==> config.mk <==
export PLATFORM = sky130hd
export DESIGN_NAME = carry_look_sub_serial
export DESIGN_NICKNAME = d
export VERILOG_FILES = /design/src/rtl/carry_look_sub_serial.sv
export SDC_FILE = /design/constraint.sdc
export NUM_CORES = 1
export LEC_CHECK = 0
export ABC_AREA = 0
export CAP_MARGIN = 25
export CELL_PAD_IN_SITES_DETAIL_PLACEMENT = 1
export CELL_PAD_IN_SITES_GLOBAL_PLACEMENT = 1
export CORE_MARGIN = 2
export CORE_UTILIZATION = 36
export DETAILED_ROUTE_END_ITERATION = 16
export PLACE_DENSITY = 0.82
export SLEW_MARGIN = 40
export SYNTH_ARGS = -nofsm -noshare
export SYNTH_HDL_FRONTEND = slang
export SYNTH_SLANG_ARGS = --single-unit
==> constraint.sdc <==
create_clock -name clk -period 2.4 [get_ports clk]
set_input_delay 0.72 -clock clk [delete_from_list [all_inputs] [get_ports clk]]
set_output_delay 0.72 -clock clk [all_outputs]
set_load 0.05 [all_outputs]
==> src/rtl/carry_look_sub_serial.sv <==
// carry_look_sub_serial
//   Digit-serial subtractor. It computes diff = a - b - bin, one 4-bit slice
//   per clock, least significant slice first. Each slice is a 4-bit
//   carry-look-ahead adder that evaluates a + ~b + carry. The carry into
//   slice 0 is ~bin, and the borrow out is the inverted final carry.
//   A valid/ready handshake wraps the operation on the request side and on
//   the result side.
//
// Ports
//   clk        in   clock; all state changes on the rising edge
//   rst_n      in   asynchronous reset, active-low
//   in_valid   in   operand request valid
//   in_ready   out  high exactly when idle (request can be accepted)
//   a          in   [WIDTH-1:0] minuend
//   b          in   [WIDTH-1:0] subtrahend
//   bin        in   borrow-in
//   out_valid  out  high exactly when a result is being presented
//   out_ready  in   consumer accepts the result
//   diff       out  [WIDTH-1:0] a - b - bin modulo 2^WIDTH
//   bout       out  unsigned borrow-out (a < b + bin)
//   ovf        out  two's-complement overflow of the subtraction
//   zero       out  diff == 0
module carry_look_sub_serial #(
  parameter int WIDTH = 16
) (
  input  logic             clk,
  input  logic             rst_n,
  input  logic             in_valid,
  output logic             in_ready,
  input  logic [WIDTH-1:0] a,
  input  logic [WIDTH-1:0] b,
  input  logic             bin,
  output logic             out_valid,
  input  logic             out_ready,
  output logic [WIDTH-1:0] diff,
  output logic             bout,
  output logic             ovf,
  output logic             zero
);

  localparam int NSLICE = WIDTH / 4;
  localparam int CW     = (NSLICE > 1) ? $clog2(NSLICE) : 1;

  typedef enum logic [1:0] {
    IDLE = 2'd0,
    CALC = 2'd1,
    DONE = 2'd2
  } state_t;

  state_t state_q, state_d;

  logic [WIDTH-1:0] a_q, b_q;
  logic [WIDTH-1:0] acc, acc_d;
  logic             carry;
  logic [CW-1:0]    cnt;

  logic [3:0] a_s, b_s, g, p, sum;
  logic [4:0] c;
  logic       last;

  assign last      = (cnt == CW'(NSLICE - 1));
  assign in_ready  = (state_q == IDLE);
  assign out_valid = (state_q == DONE);

  // Slice datapath. The slice index picks the operand nibbles. The look-ahead
  // carries are written out as flat sum-of-products so that no carry waits
  // for the carry below it.
  always_comb begin
    // NOTE: every signal gets a default before any conditional assignment.
    // Without the default, a path that skips the assignment would infer a latch.
    a_s   = '0;
    b_s   = '0;
    acc_d = acc;
    for (int k = 0; k < NSLICE; k++) begin
      if (cnt == CW'(k)) begin
        a_s = a_q[4*k +: 4];
        b_s = b_q[4*k +: 4];
      end
    end

    g = a_s & ~b_s;
    p = a_s ^ ~b_s;

    c[0] = carry;
    c[1] = g[0] | (p[0] & c[0]);
    c[2] = g[1] | (p[1] & g[0]) | (p[1] & p[0] & c[0]);
    c[3] = g[2] | (p[2] & g[1]) | (p[2] & p[1] & g[0])
         | (p[2] & p[1] & p[0] & c[0]);
    c[4] = g[3] | (p[3] & g[2]) | (p[3] & p[2] & g[1])
         | (p[3] & p[2] & p[1] & g[0])
         | (p[3] & p[2] & p[1] & p[0] & c[0]);

    sum = p ^ c[3:0];

    for (int k = 0; k < NSLICE; k++) begin
      if (cnt == CW'(k)) acc_d[4*k +: 4] = sum;
    end
  end

  // Next-state logic
  always_comb begin
    state_d = state_q;
    unique case (state_q)
      IDLE:    if (in_valid)  state_d = CALC;
      CALC:    if (last)      state_d = DONE;
      DONE:    if (out_ready) state_d = IDLE;
      default:                state_d = IDLE;
    endcase
  end

  // NOTE: sequential state uses non-blocking assignments only. All registers
  // then update together at the edge, and the order of the statements does
  // not change the result.
  always_ff @(posedge clk or negedge rst_n) begin
    if (!rst_n) state_q <= IDLE;
    else        state_q <= state_d;
  end

  always_ff @(posedge clk or negedge rst_n) begin
    if (!rst_n) begin
      a_q   <= '0;
      b_q   <= '0;
      acc   <= '0;
      carry <= 1'b0;
      cnt   <= '0;
      diff  <= '0;
      bout  <= 1'b0;
      ovf   <= 1'b0;
      zero  <= 1'b0;
    end else begin
      unique case (state_q)
        IDLE: begin
          if (in_valid) begin
            a_q   <= a;
            b_q   <= b;
            cnt   <= '0;
            carry <= ~bin;
          end
        end
        CALC: begin
          acc   <= acc_d;
          carry <= c[4];
          if (last) begin
            cnt  <= '0;
            diff <= acc_d;
            bout <= ~c[4];
            ovf  <= (a_q[WIDTH-1] != b_q[WIDTH-1]) &&
                    (acc_d[WIDTH-1] != a_q[WIDTH-1]);
            zero <= (acc_d == '0);
          end else begin
            cnt <= cnt + CW'(1);
          end
        end
        default: ;
      endcase
    end
  end

endmodule

---- Yosys cells after proc, flatten, opt, wreduce, memory -nomap -nowiden ----
Cells that the tools add are included.
Widths: inputs -> output; s select.
storage, ports and cells
  latch bits .............................. 0
  register bits ........................... 72
  bits in read-only memories .............. 0
  output and inout bits ................... 21
  memories kept ........................... 0
  RAM bits ................................ 0
  input bits .............................. 37
cells by class
  add/sub/neg operators ................... 1
  $mul .................................... 0
  div/mod/pow operators ................... 0
  reductions and logical operators ........ 9
  order comparisons ....................... 0
  shift-type cells ........................ 0
  multiplexer cells ....................... 21
  bitwise logic cells ..................... 32
  equality and inequality tests ........... 10
operators with widths
  cell                 number
  $mux 4               12
  $and 1x1->1          16
  $logic_not 16->1     1
  $mux 2               5
  $or 1x1->1           10
  $xor 4x4->4          2
  $eq 2x2->1 const B   3
  $pmux 2 s3           1
  $reduce_and 2->1     3
  $and 4x4->4          1
  $eq 2x1->1 const B   2
  $logic_not 2->1      2
  $ne 2x2->1 const B   2
  $not 4->4            1
  $pmux 2 s2           1
  $reduce_and 3->1     1
  $add 2x1->2 const B  1
  $ne 1x1->1           2
  $ne 2x1->1 const B   1
  $not 1->1            2
  $pmux 1 s2           1
  $reduce_bool 2->1    1
  $logic_and 1x1->1    1
  $mux 1               1

---- Logic depth before layout (Yosys ltp) ----
Gate-level depths: netlist (run 1).
  word-level depth ........................ 15
  mapped depth ............................ 12
  gate-level depth less buffers ........... 11

---- Least setup slack after synthesis (run 1) ----
OpenSTA, ideal clock, no wires.
  kind .................................... flip-flop to flip-flop
  from .................................... register cnt[0]
  to ...................................... register zero
  data arrival time ....................... 2.570 ns
  buffers on the path ..................... 2
  required time ........................... 2.332 ns
  slack ................................... -0.239 ns
  cell stages (with the launch flop) ...... 13
  period minus slack after synthesis ...... 2.639 ns
  path through ............................ dfrtp_1 -> inv_1 -> ha_1 -> clkbuf_1 -> buf_2 -> a221oi_1 -> nor3_1 -> a21oi_1 -> fa_1 -> xnor2_2 -> nand2_4 -> nor4_2 -> a32o_1
between the ends
  longest elaborated chain between the ends .. 14
RTL lines
  item                                               RTL line  source
  from (decl)                                        55        logic [CW-1:0] cnt;
  from (signal assigned)                             151       cnt <= cnt + CW'(1);
  $logic_not 2->1                                    75, 96
  $mux 4 (4 in a row)                                75        if (cnt == CW'(k)) begin
  $not 4->4                                          81, 82
  $xor 4x4->4 / $and 4x4->4 (equally long branches)  82, 81
  $and 1x1->1, on equally long branches              87, 88
  $or 1x1->1 (tied with other cells)                 87        c[3] = g[2] | (p[2] & g[1]) | (p[2] & p[1] & g[0])
  $or 1x1->1 / $and 1x1->1 (equally long branches)   87, 88
  $or 1x1->1                                         88        | (p[2] & p[1] & p[0] & c[0]);
  $xor 4x4->4                                        93        sum = p ^ c[3:0];
  $mux 4                                             96        if (cnt == CW'(k)) acc_d[4*k +: 4] = sum;
  $logic_not 16->1                                   149       zero <= (acc_d == '0);
  to (signal assigned)                               149
  to (decl)                                          38        output logic zero
Parallel ways exist; a longest one is shown, timed or not.
A chain may end at the register's enable or synchronous reset.

---- Final worst setup path (run 1) ----
  from .................................... register cnt[0]
  to ...................................... register acc[7]
between the ends
  longest elaborated chain between the ends .. 13
RTL lines
  item                                               RTL line  source
  $logic_not 2->1                                    75
  $mux 4 (4 in a row)                                75
  $not 4->4                                          81, 82
  $xor 4x4->4 / $and 4x4->4 (equally long branches)  82, 81
  $and 1x1->1, on equally long branches              87, 88
  $or 1x1->1 (tied with other cells)                 87
  $or 1x1->1 / $and 1x1->1 (equally long branches)   87, 88
  $or 1x1->1                                         88
  $xor 4x4->4                                        93
  $mux 4 (*)                                         96
  to (signal assigned)                               123       acc <= '0;
  to (signal assigned)                               141       acc <= acc_d;
  to (decl)                                          53        logic [WIDTH-1:0] acc, acc_d;
Mark *: on every way between the ends. The rest lies on a longest branch, timed or not.

==> metrics.cfg, run 1 <==
[drt]
drtIter0Drc = 83
via_per_inst = 5.28
drcViolationCount = 0
ant_nets = 0
vias = 2969
routed_wl_mm = 10.2
wl_per_cell_um = 18.2
drtPass1Iterations = 4

[worst_setup_path]
cp_data_arrival_time_ns = 2.93
path_common_cell = o21ai_2
path_cells = inv_1 > ha_2 > buf_6 > nor2b_2 > nor3_2 > a21oi_2 > ha_4 > a41oi_2 > o21ai_2 > xnor2_2 > buf_4 > o21ai_2
worstSetupPathType = register to register
required_ns = 2.62
crit_path_top_delay_cell = dfrtp_1
max_stage_delay_ns = 0.42
critPathBufInv = 3
cp_max_fo = 11
path_delay_family = compound AO/OA/AOI/OAI gates
worst_setup_path_end_kind = register
crit_path_start_kind = register

[cells_and_area]
drive_gt1_share_pct = 22.7
final_cell_mix = 139 x nand2_1, 68 x dfrtp_1, 54 x clkdlybuf4s50_1
nets = 496
fill_cells = 1016
final_cells = 562
diodes = 0
area_growth_pct = 40.6
final_common_cell = nand2_1

[sta]
period_share_pct = 113
tightest_slew_ns = 0.503
final.setup.worst_slack_ns = -0.307
max-slew-margin-rel_pct = 66.4
setup_viol = 31
finalHoldViolCount = 0
slew_violations = 0
max_freq_mhz = 369
rsz0062_at_grt = true
finalClockSkew_ns = 0.00881
finalCriticalPeriod_ns = 2.71

[synth]
ys_warn_count = 0
yosys-top-cells-area = dfrtp_1 52%, nand2_1 16%, o21ai_0 3.5%
ys_seq_elements = 68
ys.flop_type = dfrtp_1
synth_top_area_cell = dfrtp_1
synth_top_area_share_pct = 52.1
syn_nets = 409
syn_inst = 363
seq_area_frac_synth_pct = 52.1
synth_cell_types = 42
synth-edff-count = 0
async_flop_share_pct = 100
syn_avg_cell_area_um2 = 8.99
synthesis.area_um2 = 3260

[status]
violations = setup timing
status = complete, but fails checks

[cts]
cts_buffers = 9
cts_htree_levels = 3
cts_tree = yes
cts_sinks = 68
clock_latency_ns = 0.34
root_buffer = clkbuf_8
clockBufferDepth = 2
clk_pin_slew_ns = 0.07

[global_route]
grt_pass1_vias = 3175
track_usage_pct = 19.8
antenna_found_initial = 0
grt_first_pass_wirelength_mm = 15.3
grt-ovfl-total = 0
grt_max_degree = 40

[place]
port_buffers = 57
dp_hpwl_mm = 6.39
routabilityCongestion = 0.835
dpl.cell_count = 538

[floorplan]
initial_core_util_pct = 37.3
die_h_um = 99.2
die-area_um2 = 9850
fp.coreArea_um2 = 8760
ioPinCount = 58
rows = 34
die-width_um = 99.2

[worst_hold_path]
hold_class = primary input to async pin

[flow_run]
maxCapViolations = 0

layer usage:
layer | GRT usage, % | vias up | wire, um
met2 | 35.3 | 79 | 5310
li1 | - | 1392 | -
met3 | 3.58 | 35 | 370
met4 | 11.3 | 0 | 487
met1 | 22.0 | 1463 | 4050
met5 | 0 | - | 0
cell usage after synthesis, types with 2 or more instances:
cell and number:
a211o_1 2, a21oi_1 17, a221oi_1 4, a31oi_1 3
buf_2 10, clkbuf_1 8, dfrtp_1 68, ha_1 8
inv_1 4, mux2_2 4, mux2i_1 3, nand2_1 141
nand2b_1 2, nand3_1 4, nand3b_1 6, nor2_1 2
nor2b_1 11, nor3_1 5, nor3b_1 3, nor4_1 3
o21ai_0 23, o21ai_1 10, o31ai_1 2, xnor2_2 2
layout make-up:
class	count	area (um^2)	share of cell area, %
Timing Repair Buffer	96	908	19.8
Clock inverter	2	10.0	0.218
Multi-Input combinational cell	271	1660	36.2
Clock buffer	13	159	3.46
Inverter	4	15.0	0.327
Sequential cell	68	1700	37.1
Tap cell	108	135	2.94
state kept, by name (all words and copies together), names as in the netlist:
name	count
a_q	16
acc	12
b_q	16
bout	1
carry	1
cnt	2
diff	16
ovf	1
state_q	2
zero	1
path summary, 6_finish.rpt:
path                         start      end  slack (ns)  cells past startpoint
max                         cnt[0]   acc[7]       -0.31                     12
min                          rst_n  diff[3]        0.28                      1
max reg2reg                 cnt[0]   acc[7]       -0.31                     12
min reg2reg                diff[0]  diff[0]        0.48                      2
max in group asynchronous    rst_n  a_q[14]        1.55                      2
min in group clk           diff[0]  diff[0]        0.48                      2
logic make-up (layout without fill, tap and decap cells):
kind of cell | Yosys count | in the layout | synth area share (%)
AND/OR/NAND/NOR | 185 | 185 | 25.1
adder cells (fa/ha/maj) | 9 | 9 | 3.68
AO/OA/AOI/OAI | 68 | 68 | 12.3
buffers and inverters | 24 | 115 | 3.49
flip-flops | 68 | 68 | 52.1
multiplexers | 7 | 7 | 2.30
XOR/XNOR | 2 | 2 | 0.997
repair_timing:
action | 4_1_cts | 5_1_grt
pin swaps | 20 | 8
resized for setup | 36 | 20
buffers inserted | 7 | 2
setup endpoints to repair | 31 | 32
hold buffers | 0 | 0
metrics by stage:
stage / area, um^2 / setup TNS (ns) / hold WS (ns) / utilization (%) / setup slack [ns]
detailed placement: 4130 / -5.77 / 0.470 / 47.1 / -0.299
global route: 4590 / -9.11 / 0.285 / 52.4 / -0.414
floorplan: 3300 / -0.483 / 0.424 / - / -0.101
CTS: 4480 / -2.34 / 0.278 / 51.1 / -0.166
global placement: 4130 / -2.04 / 0.461 / 47.1 / -0.145
finish: 4590 / -5.96 / 0.282 / 52.4 / -0.307
Power of run 1 is not shown: default switching activity piles up to over one toggle a cycle in this logic, so the estimate is an artifact.
==> run 2: changes to the inputs <==
--- a/config.mk
+++ b/config.mk
@@ -12,7 +12,7 @@
 export CORE_MARGIN = 2
 export CORE_UTILIZATION = 36
 export DETAILED_ROUTE_END_ITERATION = 16
-export PLACE_DENSITY = 0.82
+export PLACE_DENSITY_LB_ADDON = 0.1
 export SLEW_MARGIN = 40
 export SYNTH_ARGS = -nofsm -noshare
 export SYNTH_HDL_FRONTEND = slang
==> metrics.cfg, run 2 (synthesis gave the netlist of run 1 again) <==
[status]
status = complete, but fails checks
violations = setup timing

[drt]
drcViolationCount = 0
routed_wl_mm = 8.76
drtPass1Iterations = 4
via_per_inst = 5.03
vias = 2821
ant_nets = 0
drtIter0Drc = 48
wl_per_cell_um = 15.6

[cells_and_area]
diodes = 0
nets = 494
final_common_cell = nand2_1
area_growth_pct = 38.2
top_regs = a_q (16), b_q (16), diff (16)
final_cell_mix = 140 x nand2_1, 67 x dfrtp_1, 54 x clkdlybuf4s50_1
drive_gt1_share_pct = 20.8

[floorplan]
die-area_um2 = 9850
die_h_um = 99.2
die-width_um = 99.2
fp.coreArea_um2 = 8760
ioPinCount = 58
rows = 34
initial_core_util_pct = 37.3

[cts]
clk_pin_slew_ns = 0.07
clock_latency_ns = 0.34
cts_tree = yes
clockBufferDepth = 2
cts_buffers = 9
cts_htree_levels = 3
root_buffer = clkbuf_8
cts_sinks = 68

[global_route]
track_usage_pct = 19.1
grt-ovfl-total = 0
antenna_found_initial = 0
grt_first_pass_wirelength_mm = 15.1
grt_max_degree = 39
grt_pass1_vias = 3132

[worst_setup_path]
worst_setup_path_end_kind = register
crit_path_top_delay_cell = dfrtp_1
critPathBufInv = 3
required_ns = 2.62
crit_path_start_kind = register
cp_data_arrival_time_ns = 2.74
cp_max_fo = 7
path_delay_family = compound AO/OA/AOI/OAI gates
max_stage_delay_ns = 0.39
path_cells = inv_2 > ha_4 > buf_8 > nor2b_4 > a221oi_2 > nor3_1 > a21oi_1 > ha_1 > a41oi_2 > o21ai_2 > xnor2_2 > buf_4 > o21ai_1
worstSetupPathType = register to register

[sta]
slew_violations = 0
tightest_slew_ns = 0.509
setup_tns_ns = -1.79
max-slew-margin-rel_pct = 65.9
finalHoldViolCount = 0
final.setup.worst_slack_ns = -0.120
rsz0062_at_grt = true
finalClockSkew_ns = 0.00639
finalCriticalPeriod_ns = 2.52
setup_viol = 25
period_share_pct = 105
max_freq_mhz = 397

[place]
dp_hpwl_mm = 6.34
dp_slack_ns = -0.319
routabilityCongestion = 0.820
port_buffers = 57

[flow_run]
maxCapViolations = 0

[worst_hold_path]
hold_class = primary input to async pin

==> run 2: cell count changes in the layout (fill, tap and decap cells not counted), moves of 2 or more <==
cell / before / now
nor3_1: 2 / 4
a21oi_2: 8 / 5
nor2b_2: 2 / 0
a21oi_1: 9 / 12
a221oi_4: 2 / 0
buf_4: 31 / 34
buf_6: 8 / 2
nand2_2: 2 / 0
clkinvlp_4: 0 / 3
nor3_2: 3 / 1
o21ai_2: 10 / 6
o21ai_0: 11 / 15
clkbuf_8: 11 / 9
clkbuf_1: 2 / 0
==> run 2: worst paths after layout <==
| check | from | endpoint | slack, ns | cells past startpoint |
|---|---|---|---|---|
| hold reg to reg | diff[0] | diff[0] | 0.48 | 2 |
| setup reg to reg | cnt[1] | acc[3] | -0.12 | 13 |
| min in group clk | diff[0] | diff[0] | 0.48 | 2 |
| max in group asynchronous | rst_n | cnt[0] | 1.55 | 2 |
| setup / recovery | cnt[1] | acc[3] | -0.12 | 13 |
| hold / removal | rst_n | diff[3] | 0.30 | 1 |
==> run 2: final cells by class <==
class | instances | area [um^2]
clock buffer | 9 | 124
clock inverter | 7 | 67.6
fill | 1034 | 4250
inverter | 4 | 15.0
multi-input combinational | 271 | 1590
sequential | 68 | 1700
tap | 108 | 135
timing repair buffer | 94 | 878
==> run 2: repair_timing <==
action                     CTS  global route
gates resized for setup     20            16
hold buffers                 0             0
setup endpoints to repair   28            31
pin swaps                   15            13
buffers inserted             7             0
==> run 2: per-stage QoR <==
stage | hold slack, ns | area [um^2] | util (%) | instances
2_1_floorplan | 0.424 | 3300 | - | 363
3_3_place_gp | 0.459 | 4130 | 47.1 | 538
3_5_place_dp | 0.467 | 4130 | 47.1 | 538
4_1_cts | 0.295 | 4440 | 50.7 | 561
5_1_grt | 0.308 | 4510 | 51.5 | 561
6_report | 0.296 | 4510 | 51.5 | 561
==> run 2: per-layer routing <==
layer / vias up / GRT usage [%] / part of all wire [%]
met5: - / 0 / 0
met4: 0 / 6.01 / 1.3
met3: 11 / 2.81 / 2.7
met2: 41 / 33.5 / 52
met1: 1387 / 24.3 / 44
li1: 1382 / - / -
Power of run 2 is left out for the same reason.
